### config.mk
export PLATFORM = sky130hd
export DESIGN_NAME = intersection_scheduler
export DESIGN_NICKNAME = d
export VERILOG_FILES = /design/src/rtl/intersection_scheduler.sv
export SDC_FILE = /design/constraint.sdc
export NUM_CORES = 1
export LEC_CHECK = 0
export ABC_AREA = 1
export ABC_CLOCK_PERIOD_IN_PS = 2029
export CAP_MARGIN = 20
export CELL_PAD_IN_SITES_DETAIL_PLACEMENT = 1
export CELL_PAD_IN_SITES_GLOBAL_PLACEMENT = 1
export CORE_AREA = 2 2 57 81
export CTS_CLUSTER_DIAMETER = 30
export DETAILED_ROUTE_END_ITERATION = 12
export DIE_AREA = 0 0 59 83
export PLACE_DENSITY_LB_ADDON = 0.1
export SYNTH_ARGS = -nofsm -noshare
export SYNTH_HDL_FRONTEND = slang
export SYNTH_SLANG_ARGS = --single-unit
### constraint.sdc
create_clock -name clk -period 2.03 [get_ports clk]
set_clock_uncertainty 0.15 [all_clocks]
set_input_delay 0.406 -clock clk [delete_from_list [all_inputs] [get_ports clk]]
set_output_delay 0.406 -clock clk [all_outputs]
set_load 0.005 [all_outputs]
### src/rtl/intersection_scheduler.sv
// intersection_scheduler
//   Demand-driven phase scheduler for a four-approach intersection with a
//   latched pedestrian button. Approaches take turns in round-robin order;
//   each green is bounded by minimum/maximum timers and is followed by a
//   yellow change interval and an all-red clearance interval. A pending
//   pedestrian request is served with an all-red walk phase between greens.
//
// Ports
//   clk      in   clock
//   rst      in   asynchronous, active-high reset
//   tick     in   one-cycle timebase enable; all intervals count ticks
//   req      in   [3:0] vehicle demand level per approach
//   ped_req  in   pedestrian button pulse
//   lights   out  [11:0] approach i lamps at [3i+2:3i]; R=001 Y=010 G=100
//   walk     out  pedestrian walk lamp
//   cur      out  [1:0] currently / last granted approach
module intersection_scheduler #(
  parameter int unsigned T_GMIN = 3,
  parameter int unsigned T_GMAX = 6,
  parameter int unsigned T_Y    = 2,
  parameter int unsigned T_AR   = 1,
  parameter int unsigned T_WALK = 4,
  parameter int unsigned CW     = 4
) (
  input  logic        clk,
  input  logic        rst,
  input  logic        tick,
  input  logic [3:0]  req,
  input  logic        ped_req,
  output logic [11:0] lights,
  output logic        walk,
  output logic [1:0]  cur
);

  typedef enum logic [1:0] {
    ST_ALLRED = 2'd0,
    ST_GREEN  = 2'd1,
    ST_YELLOW = 2'd2,
    ST_WALK   = 2'd3
  } state_t;

  // Terminal counts: a state lasting T ticks exits on the tick with cnt==T-1.
  localparam logic [CW-1:0] L_GMIN = CW'(T_GMIN - 1);
  localparam logic [CW-1:0] L_GMAX = CW'(T_GMAX - 1);
  localparam logic [CW-1:0] L_Y    = CW'(T_Y - 1);
  localparam logic [CW-1:0] L_AR   = CW'(T_AR - 1);
  localparam logic [CW-1:0] L_WALK = CW'(T_WALK - 1);

  localparam logic [11:0] ALL_RED = 12'h249;

  state_t        r_state;
  logic [CW-1:0] r_cnt;
  logic [1:0]    r_cur;
  logic          r_ped_pending;
  logic [11:0]   r_lights;
  logic          r_walk;

  state_t        w_nstate;
  logic [CW-1:0] w_ncnt;
  logic [1:0]    w_ncur;
  logic          w_nped;
  logic          w_demand;
  logic [1:0]    w_grant;
  logic [3:0]    w_cur_mask;

  // Lamp pattern for a given phase and approach.
  function automatic logic [11:0] lamp_pattern(input state_t s, input logic [1:0] c);
    logic [11:0] l;
    l = ALL_RED;
    case (s)
      ST_GREEN:  l[3*c +: 3] = 3'b100;
      ST_YELLOW: l[3*c +: 3] = 3'b010;
      default:   l = ALL_RED;
    endcase
    return l;
  endfunction

  // Conflicting demand: pedestrian or any approach other than the current one.
  always_comb begin
    w_cur_mask = 4'b0001 << r_cur;
    w_demand   = r_ped_pending | (|(req & ~w_cur_mask));
  end

  // Round-robin search cur+1, cur+2, cur+3, then cur. Iterating from the
  // farthest candidate down lets the nearest requesting approach win; the
  // fallback is cur whether or not it is requesting.
  always_comb begin
    w_grant = r_cur;
    for (int unsigned k = 3; k > 0; k--) begin
      if (req[r_cur + 2'(k)]) begin
        w_grant = r_cur + 2'(k);
      end
    end
  end

  // Next-state / timer logic; only tick cycles can advance the phase.
  always_comb begin
    w_nstate = r_state;
    w_ncnt   = r_cnt;
    w_ncur   = r_cur;
    if (tick) begin
      case (r_state)
        ST_GREEN: begin
          if (w_demand && (((r_cnt >= L_GMIN) && !req[r_cur]) || (r_cnt == L_GMAX))) begin
            w_nstate = ST_YELLOW;
            w_ncnt   = '0;
          end else if (r_cnt != L_GMAX) begin
            w_ncnt = r_cnt + 1'b1;
          end
        end
        ST_YELLOW: begin
          if (r_cnt == L_Y) begin
            w_nstate = ST_ALLRED;
            w_ncnt   = '0;
          end else begin
            w_ncnt = r_cnt + 1'b1;
          end
        end
        ST_ALLRED: begin
          if (r_cnt == L_AR) begin
            w_ncnt = '0;
            if (r_ped_pending) begin
              w_nstate = ST_WALK;
            end else begin
              w_nstate = ST_GREEN;
              w_ncur   = w_grant;
            end
          end else begin
            w_ncnt = r_cnt + 1'b1;
          end
        end
        ST_WALK: begin
          if (r_cnt == L_WALK) begin
            w_nstate = ST_ALLRED;
            w_ncnt   = '0;
          end else begin
            w_ncnt = r_cnt + 1'b1;
          end
        end
        default: begin
          w_nstate = ST_ALLRED;
          w_ncnt   = '0;
        end
      endcase
    end
  end

  // Pedestrian latch: clearing on WALK entry wins over a coincident press,
  // and presses while already walking are dropped.
  always_comb begin
    w_nped = r_ped_pending;
    if ((w_nstate == ST_WALK) && (r_state != ST_WALK)) begin
      w_nped = 1'b0;
    end else if (ped_req && (r_state != ST_WALK)) begin
      w_nped = 1'b1;
    end
  end

  // Outputs are decoded from the next state so they change on the same edge
  // as the state register.
  always_ff @(posedge clk or posedge rst) begin
    if (rst) begin
      r_state       <= ST_ALLRED;
      r_cnt         <= '0;
      r_cur         <= '0;
      r_ped_pending <= 1'b0;
      r_lights      <= ALL_RED;
      r_walk        <= 1'b0;
    end else begin
      r_state       <= w_nstate;
      r_cnt         <= w_ncnt;
      r_cur         <= w_ncur;
      r_ped_pending <= w_nped;
      r_lights      <= lamp_pattern(w_nstate, w_ncur);
      r_walk        <= (w_nstate == ST_WALK);
    end
  end

  assign lights = r_lights;
  assign walk   = r_walk;
  assign cur    = r_cur;

endmodule
* After elaboration in Yosys (flattened, before gate mapping) *
Index checks and enable logic that the tools add are counted.

storage, ports and cells
  register bits = 22
  latch bits = 0
  bits in writable memories = 0
  ROM bits = 0
  bits of input ports = 8
  output and inout bits = 15
  word-level logic and storage cells = 83
  memories kept = 0

operators by class
  $add $sub $neg = 5
  multiply operators = 1
  div/mod/pow operators = 0
  $lt $le $gt $ge = 5
  eq/ne operators = 12
  shift-type cells = 4
  mux-type cells = 31
  bitwise operators = 8
  reduce and logical (&&, ||, !) cells = 11

operator list
  operator                  number
  $shiftx 3x34->12 const A  2
  $neg 4->34                1
  $shift 3x34->12 const A   1
  $mux 2                    13
  $pmux 12 s2               1
  $mux 4                    5
  $and 8x8->8               2
  $pmux 4 s4                1
  $lt 2x3->1 const B        4
  $bmux 1 s2                4
  $eq 2x2->1 const B        4
  $not 4->4                 2
  $or 4x4->4                2
  $pmux 2 s4                1
  $mux 1                    6
  $add 2x2->2 const B       2
  $add 4x1->4 const B       1
  $and 4x4->4               1
  $eq 2x1->1 const B        2
  $eq 4x1->1 const B        1
  $eq 4x2->1 const B        1
  $eq 4x3->1 const B        1
  $ge 4x2->1 const B        1
  $logic_and 1x1->1         4
  14 further kinds          14

* Logic depth before layout (Yosys ltp) *
Gate-level depths: netlist (run 1).

  word-level depth = 16
  depth in mapped cells = 15
  mapped depth without buffers = 15

* Worst setup path before layout (run 1) *
No wires, ideal clock.

  path type = reg-to-reg
  start = register r_cur[0] (netlist: cur[0])
  end = register r_lights[0] (netlist: lights[0])
  setup time = 79 ps
  arrival = 2022 ps
  required time = 1801 ps
  slack = -221 ps
  cell stages (with the launch flop) = 14
  path buffers = 1
  clock period less this slack = 2251 ps
  cell sequence = dfrtp_1 -> buf_6 -> inv_4 -> ha_1 -> o22ai_1 -> nor2_1 -> inv_1 -> nand3_1 -> a22oi_2 -> inv_1 -> ha_1 -> or2_2 -> nand2_1 -> nand2_1

on the way
  elaborated cells between the ends (all ways) = 41
  those cells by class = add/sub (4); mul (1); eq/ne (2); shift (4); mux (19); bitwise (6); reduce/logical (5)

RTL lines
  element                                                      RTL line  RTL
  start: declaration                                           53        logic [1:0] r_cur;
  start signal: assignment                                     172       r_cur <= w_ncur;
  $shl 1x2->4 / $bmux 1 s2 (equally long branches)             80, 104
  $not 4->4 / $mux 1 (equally long branches)                   81, 104
  $and 4x4->4 / $logic_not 1->1 (equally long branches)        81, 104
  $reduce_or 4->1 / $logic_and 1x1->1 (equally long branches)  81, 104
  $or 1x1->1 / $logic_or 1x1->1 (equally long branches)        81, 104
  $logic_and 1x1->1 (*)                                        104       if (w_demand && (((r_cnt >= L_GMIN) && !req[r_cur]) || (r_cnt == L_GMAX))) begin
  $mux 2 (*)                                                   104
  $pmux 2 s4 (*)                                               102       case (r_state)
  $mux 2 (*)                                                   101       if (tick) begin
  named net w_nstate[0]                                        58        state_t w_nstate;
  $eq 2x2->1 / $eq 2x1->1 (equally long branches)              70        case (s)
  $pmux 12 s2 (*)                                              70
  end signal: assignment                                       174       r_lights <= lamp_pattern(w_nstate, w_ncur);
  end: declaration                                             55        logic [11:0] r_lights;

Mark *: on every way through the listed nets, which the timed path passes. The rest lies on a longest branch. The select of a mux whose other input is x is not followed.
A chain may end at the register's enable or synchronous reset.

* Final worst setup path (run 1) *
  start = register r_cur[0] (netlist: cur[0])
  end = register r_lights[0] (netlist: lights[0])

on the way
  word-level cells in the longest chain between the ends = 16
  elaborated cells between the ends (all ways) = 41
  those cells by class = add/sub (4); mul (1); eq/ne (2); shift (4); mux (19); bitwise (6); reduce/logical (5)

ends and longest elaborated chain
  element                       RTL line  RTL
  $add 2x2->2                   90, 91
  $bmux 1 s2                    90        if (req[r_cur + 2'(k)]) begin
  $mux 1 (implied by the code)  90
  $mux 2 (3 in series)          90
  $mux 2                        122       if (r_ped_pending) begin
  $mux 2                        120       if (r_cnt == L_AR) begin
  $mux 2                        102
  $mux 2                        101
  $mul 2x2->4                   71, 72
  $neg 4->34                    71, 72
  $shift 3x34->12               71, 72
  $not 4->4 (no line)           --
  $or 4x4->4 (no line)          --
  $pmux 12 s2 (*)               70

Mark *: on every way between the ends. The rest lies on a longest branch, timed or not. The select of a mux whose other input is x is not followed.

==> flow_summary.yaml, run 1 <==
timing:
  post-route-period-util: 1.13
  clock.fmax_mhz: 438
  slew-limit-headroom: 0.790
  min_period_ns: 2.28
  slew_violations: 0
  hold_violations: 0
  setup_tns_ns: -2.69
  worst_slack_ns: -0.254
  setup_viol: 15
  grt_setup_unrepaired: "true"
  tightest_slew_ns: 0.316
clocking:
  htree_levels: 1
  clock_latency_ns: 0.27
  clk_pin_slew_ns: 0.09
  cts-buffers-inserted: 3
  cts.path.max_buffers: 2
  cts_sinks: 22
  cts_root_buffer: "clkbuf_8"
  cts_tree: "done"
floorplan:
  die_y_um: 83
  io_pins: 23
  dieArea_um2: 4900
  start_util: 0.335
  core-area_um2: 4130
  die_w_um: 59
  std_cell_rows: 28
detailed_routing:
  num_vias: 1516
  drtAntennaViolNets: 0
  wl_um: 4910
  drt_iter0_markers: 44
  routedWlPerCell_um: 16.0
  drt_first_pass_iters: 3
  drc: 0
  vias_per_cell: 4.95
flow_run:
  cap_violations: 0
finish:
  drive_above_1_share: 0.540
  finalNetCount: 281
  final_cell_count_no_fill: 306
  syn2layout_area_growth_pct: 81.8
  antennaDiodeCount: 0
  num-fill-cells: 477
place:
  dp_hpwl_um: 3270
  io_buffers: 22
  place_congestion: 0.830
  dp_cells: 281
power:
  ir_drop_mv: 0.718
  powerDensity_nw_per_um2: 1600
  power.total_w: 0.00402
  power.leakage_nw: 1.22
worst_setup_path:
  cp-end-kind: "flop"
  critPathKind: "reg -> reg"
  cp_max_fo: 6
  arrival_ns: 2.34
  cp.required_ns: 2.08
  critPathLaunchType: "flop"
synthesis:
  synth-edff-count: 0
  syn_avg_cell_area_um2: 7.61
  synth_nets: 201
  syn_area_um2: 1390
  post_synth_mux_area_share: 0
  synth_cells: 182
  synth_xor_area_frac: 0
  synth_top_family_by_area: "simple AND/OR/NAND/NOR gates"
  async_flop_share: 1.00
  synth-adder-area-share: 0.0994
  yosysWarnings: 0
  synth_compound_area_frac: 0.0668
  yosysUniqueCellTypes: 26
  synthFlopType: "dfrtp_1"
  seq_area_frac_synth: 0.401
  yosys.area_share.simple: 0.336
  ys_ff_latch: 22
status:
  violations: "negative setup slack"
  status: "complete, but fails checks"
global_routing:
  gr-total-overflow: 0
  grt_pass1_vias: 1615
  grt_pass1_wl_um: 7530
  grt_max_degree: 23
  grtUsageTotal: 0.200
  antenna_found_initial: 0
min_path:
  hp-class: "in -> async"
per-layer routing:
layer / vias to the layer above / track usage / share of wire
li1: 729 / - / -
met1: 757 / 0.216 / 0.37
met2: 19 / 0.381 / 0.59
met3: 11 / 0.0187 / 0.014
met4: 0 / 0.0702 / 0.032
met5: - / 0 / 0
flip-flops by register name, summed over array words and instances, names as in the netlist:
name,flops
lights,12
r_cnt,4
cur,2
r_state,2
r_ped_pending,1
walk,1
cell type report:
| class | instances | area (µm²) | share of cell area |
|---|---|---|---|
| flip-flops and latches | 22 | 559 | 0.222 |
| inverters | 32 | 145 | 0.0577 |
| well taps | 45 | 56.3 | 0.0224 |
| repair buffers | 76 | 666 | 0.264 |
| clock buffers | 3 | 41.3 | 0.0164 |
| multi-input cells | 127 | 1020 | 0.405 |
| clock inverters | 1 | 30.0 | 0.0119 |
where the power goes:
group | switching (W) | total [W] | internal (W)
Sequential | 0.000145 | 0.000771 | 0.000626
Clock | 0.000152 | 0.000415 | 0.000264
Combinational | 0.00145 | 0.00283 | 0.00138
Total | 0.00175 | 0.00402 | 0.00227
cells by family (layout without fill, tap and decap cells):
logic type,Yosys count,after routing
adders and majority gates,11,11
and+or+nand+nor,102,102
DFF,22,22
AOI/OAI and AO/OA,14,14
buffers and inverters,33,112
synth_stat cells, types with 2 or more instances:
cell type  instances  area (µm²)
nand2_1           51         191
inv_1             30         113
dfrtp_1           18         450
nand3_1           17        85.1
nor2_1            15        56.3
ha_1              11         138
nand2_2            7        43.8
dfstp_2            4         105
nor2_2             4        25.0
a21oi_1            3        15.0
nor3_1             3        15.0
nand4_1            2        12.5
o211ai_1           2        15.0
o21ai_0            2        10.0
o21ai_1            2        10.0
placed cells by master (no fill, tap or decap), drive strengths merged:
cell / instances
dfrtp: 18
o21bai: 1
a21oi: 4
buf: 54
or2: 1
o211ai: 2
nor3: 3
clkinv: 1
dlygate4sd2: 2
o21ai: 4
nand3: 18
o22ai: 1
clkbuf: 3
nand4: 2
nor2: 19
a22oi: 2
nand2: 58
dfstp: 4
dlymetal6s2s: 3
bufinv: 1
inv: 31
ha: 11
nand3b: 1
clkdlybuf4s50: 17
final timing paths:
check | start | endpoint | slack [ns] | cells after the start
max in group asynchronous | rst | lights[0] | 1.12 | 3
hold reg to reg | r_ped_pending | r_ped_pending | 0.41 | 2
setup / recovery | cur[0] | lights[0] | -0.25 | 14
hold / removal | rst | r_cnt[2] | 0.32 | 3
min in group clk | r_ped_pending | r_ped_pending | 0.41 | 2
setup reg to reg | cur[0] | lights[0] | -0.25 | 14
metrics by stage:
step | setup WS [ns] | util | cell area [µm²] | hold slack (ns)
detailed placement | -0.462 | 0.480 | 1980 | 0.424
global route | -0.343 | 0.609 | 2520 | 0.352
floorplan | -0.0511 | - | 1470 | 0.242
global placement | -0.377 | 0.480 | 1980 | 0.360
CTS | -0.157 | 0.542 | 2240 | 0.332
finish | -0.254 | 0.609 | 2520 | 0.319
worst max-delay path, cell delays in order (launching register included):
cell      delay (ns)
dfrtp_2         0.40
buf_12          0.14
clkinv_8        0.07
ha_4            0.15
o22ai_2         0.16
nor2_2          0.08
inv_2           0.08
nand3_4         0.10
nand2_2         0.10
o21ai_2         0.07
buf_4           0.16
ha_4            0.16
or2_4           0.28
nand2_2         0.07
nand2_2         0.05
timing repair:
| item | in CTS | in global routing |
|---|---|---|
| gates resized for setup | 30 | 51 |
| pin swaps | 6 | 28 |
| setup endpoints to repair | 15 | 18 |
| hold buffers | 0 | 0 |
| buffers inserted | 9 | 13 |
Power figures use the tool's default switching activity.
==> run 2, diff against run 1 <==
CELL_PAD_IN_SITES_DETAIL_PLACEMENT = 0   (was 1)
==> run 2 against run 1 <==
Net effect:
- the run still ends with negative setup slack left
- register-to-register slack improved by 0.12 ns
- first-iteration DRC count increased by 11%
- power down 12%
- fmax increased by 5.5%
- sequential share of layout area rose by 1.5 points
- non-clock buffer count is 11 lower
- cell count fell by 3.6%
- critical path depth down 1
- global-route usage decreased by 3.2 points
- largest cell class unchanged
- highest routed layer unchanged
==> flow_summary.yaml, run 2 (synthesized netlist as in run 1, its figures left out) <==
finish:
  num-fill-cells: 380
  final_area_um2: 2350
  layout_common_cells: "nand2_1, buf_4, clkdlybuf4s50_1, inv_1, dfrtp_1"
  final_util: 0.569
  antennaDiodeCount: 0
  syn2layout_area_growth_pct: 69.9
  multi_input_area_um2: 962
  regArea_um2: 559
  drive_above_1_share: 0.496
  final_common_cell: "nand2_1"
  largest_reg_flops: 12
  finalNetCount: 270
floorplan:
  die_w_um: 59
  std_cell_rows: 28
  start_util: 0.335
  die_y_um: 83
  core-area_um2: 4130
  io_pins: 23
  dieArea_um2: 4900
worst_setup_path:
  critPathLaunchType: "flop"
  crit_start: "r_cnt[1]"
  cp_max_fo: 4
  cp.required_ns: 2.08
  cp-end-kind: "flop"
  r2r_end: "lights[3]"
  arrival_ns: 2.22
  rrSetupSlack_ns: -0.14
  critPathKind: "reg -> reg"
  rr_startpoint: "r_cnt[1]"
  r2r_cells: 13
place:
  pre_cts_slack_ns: -0.424
  dp_hpwl_um: 2800
  io_buffers: 22
  place_congestion: 0.830
  dpl_cell_area_um2: 1980
power:
  power.total_w: 0.00355
  ir_drop_mv: 0.592
  power.leakage_nw: 1.15
  powerDensity_nw_per_um2: 1510
timing:
  grt_setup_unrepaired: "true"
  clock.fmax_mhz: 462
  hold_violations: 0
  min_period_ns: 2.17
  slew-limit-headroom: 0.808
  post-route-period-util: 1.07
  worst_slack_ns: -0.136
  hold_ws_ns: 0.324
  slew_violations: 0
  tightest_slew_ns: 0.288
  setup_viol: 12
flow_run:
  cap_violations: 0
detailed_routing:
  wl_um: 3790
  num_vias: 1399
  drt_iter0_markers: 49
  routedWlPerCell_um: 12.8
  vias_per_cell: 4.74
  drt_first_pass_iters: 4
  drc: 0
  drtAntennaViolNets: 0
status:
  status: "complete, but fails checks"
  violations: "negative setup slack"
clocking:
  cts_tree: "done"
  cts_hold_buffers: 0
  cts-buffers-inserted: 3
  clock_latency_ns: 0.26
  clk_pin_slew_ns: 0.09
  cts_root_buffer: "clkbuf_8"
  cts_sinks: 22
  cts.path.max_buffers: 2
  htree_levels: 1
global_routing:
  grtUsageTotal: 0.168
  gr-total-overflow: 0
  antenna_found_initial: 0
  grt_pass1_vias: 1462
  grt_pass1_wl_um: 6510
  grt_max_degree: 23
min_path:
  hp-class: "in -> async"
## run 2: cell count changes in the layout (fill, tap and decap cells not counted), sizes merged
| cell | delta |
|---|---|
| buf | -11 |
| clkdlybuf4s50 | +1 |
| clkinv | -1 |
| dlymetal6s2s | -1 |
| inv | +1 |
## run 2: worst max-delay path by stage
stage | to | slack, ns | cells past startpoint
global route | lights[3] | -0.27 | 13
detailed placement | lights[3] | -0.42 | 13
global placement | lights[7] | -0.38 | 13
floorplan | lights[0] | -0.05 | 14
finish | lights[3] | -0.14 | 13
CTS | lights[3] | -0.11 | 13
## run 2: stage by stage
stage / setup TNS [ns] / instances
2_1_floorplan: -0.314 / 182
3_3_place_gp: -4.94 / 281
3_5_place_dp: -5.61 / 281
4_1_cts: -0.707 / 291
5_1_grt: -2.48 / 295
6_report: -1.13 / 295
## run 2: layer usage
metal  vias to the layer above  share of wire  wire (µm)  GRT usage
li1                        711              -          -          -
met1                       667           0.40       1500      0.188
met2                        17           0.58       2190      0.316
met3                         4          0.019         73     0.0171
met4                         0         0.0082         31     0.0537
met5                         -              0          0          0
## run 2: cell type report
type	count	area share
repair buffers	65	0.242
well taps	45	0.0239
clock inverters	1	0.0128
inverters	32	0.0574
multi-input cells	127	0.409
clock buffers	3	0.0175
flip-flops and latches	22	0.238
## run 2: timing repair
item | 4_1_cts | 5_1_grt
setup buffers | 6 | 4
pin swaps | 11 | 5
gates resized for setup | 38 | 24
endpoints found under the setup margin | 15 | 17
## run 2: critical path: stages, from the launching register on
cell and delay (ns):
dfrtp_1 0.43, inv_2 0.09, buf_4 0.13, ha_4 0.15, nand3_4 0.09, o211ai_1 0.19, nor2_1 0.08, nand2_2 0.06
o21ai_2 0.06, buf_4 0.15, ha_4 0.15, or2_4 0.24, nand2_1 0.06, nand2_1 0.05
## run 2: report_power, final
part / internal, W / leakage, nW / switching (W)
combinational: 0.00118 / 0.845 / 0.00118
sequential: 0.000626 / 0.271 / 0.000143
clock: 0.000263 / 0.0357 / 0.000152
total: 0.00207 / 1.15 / 0.00148
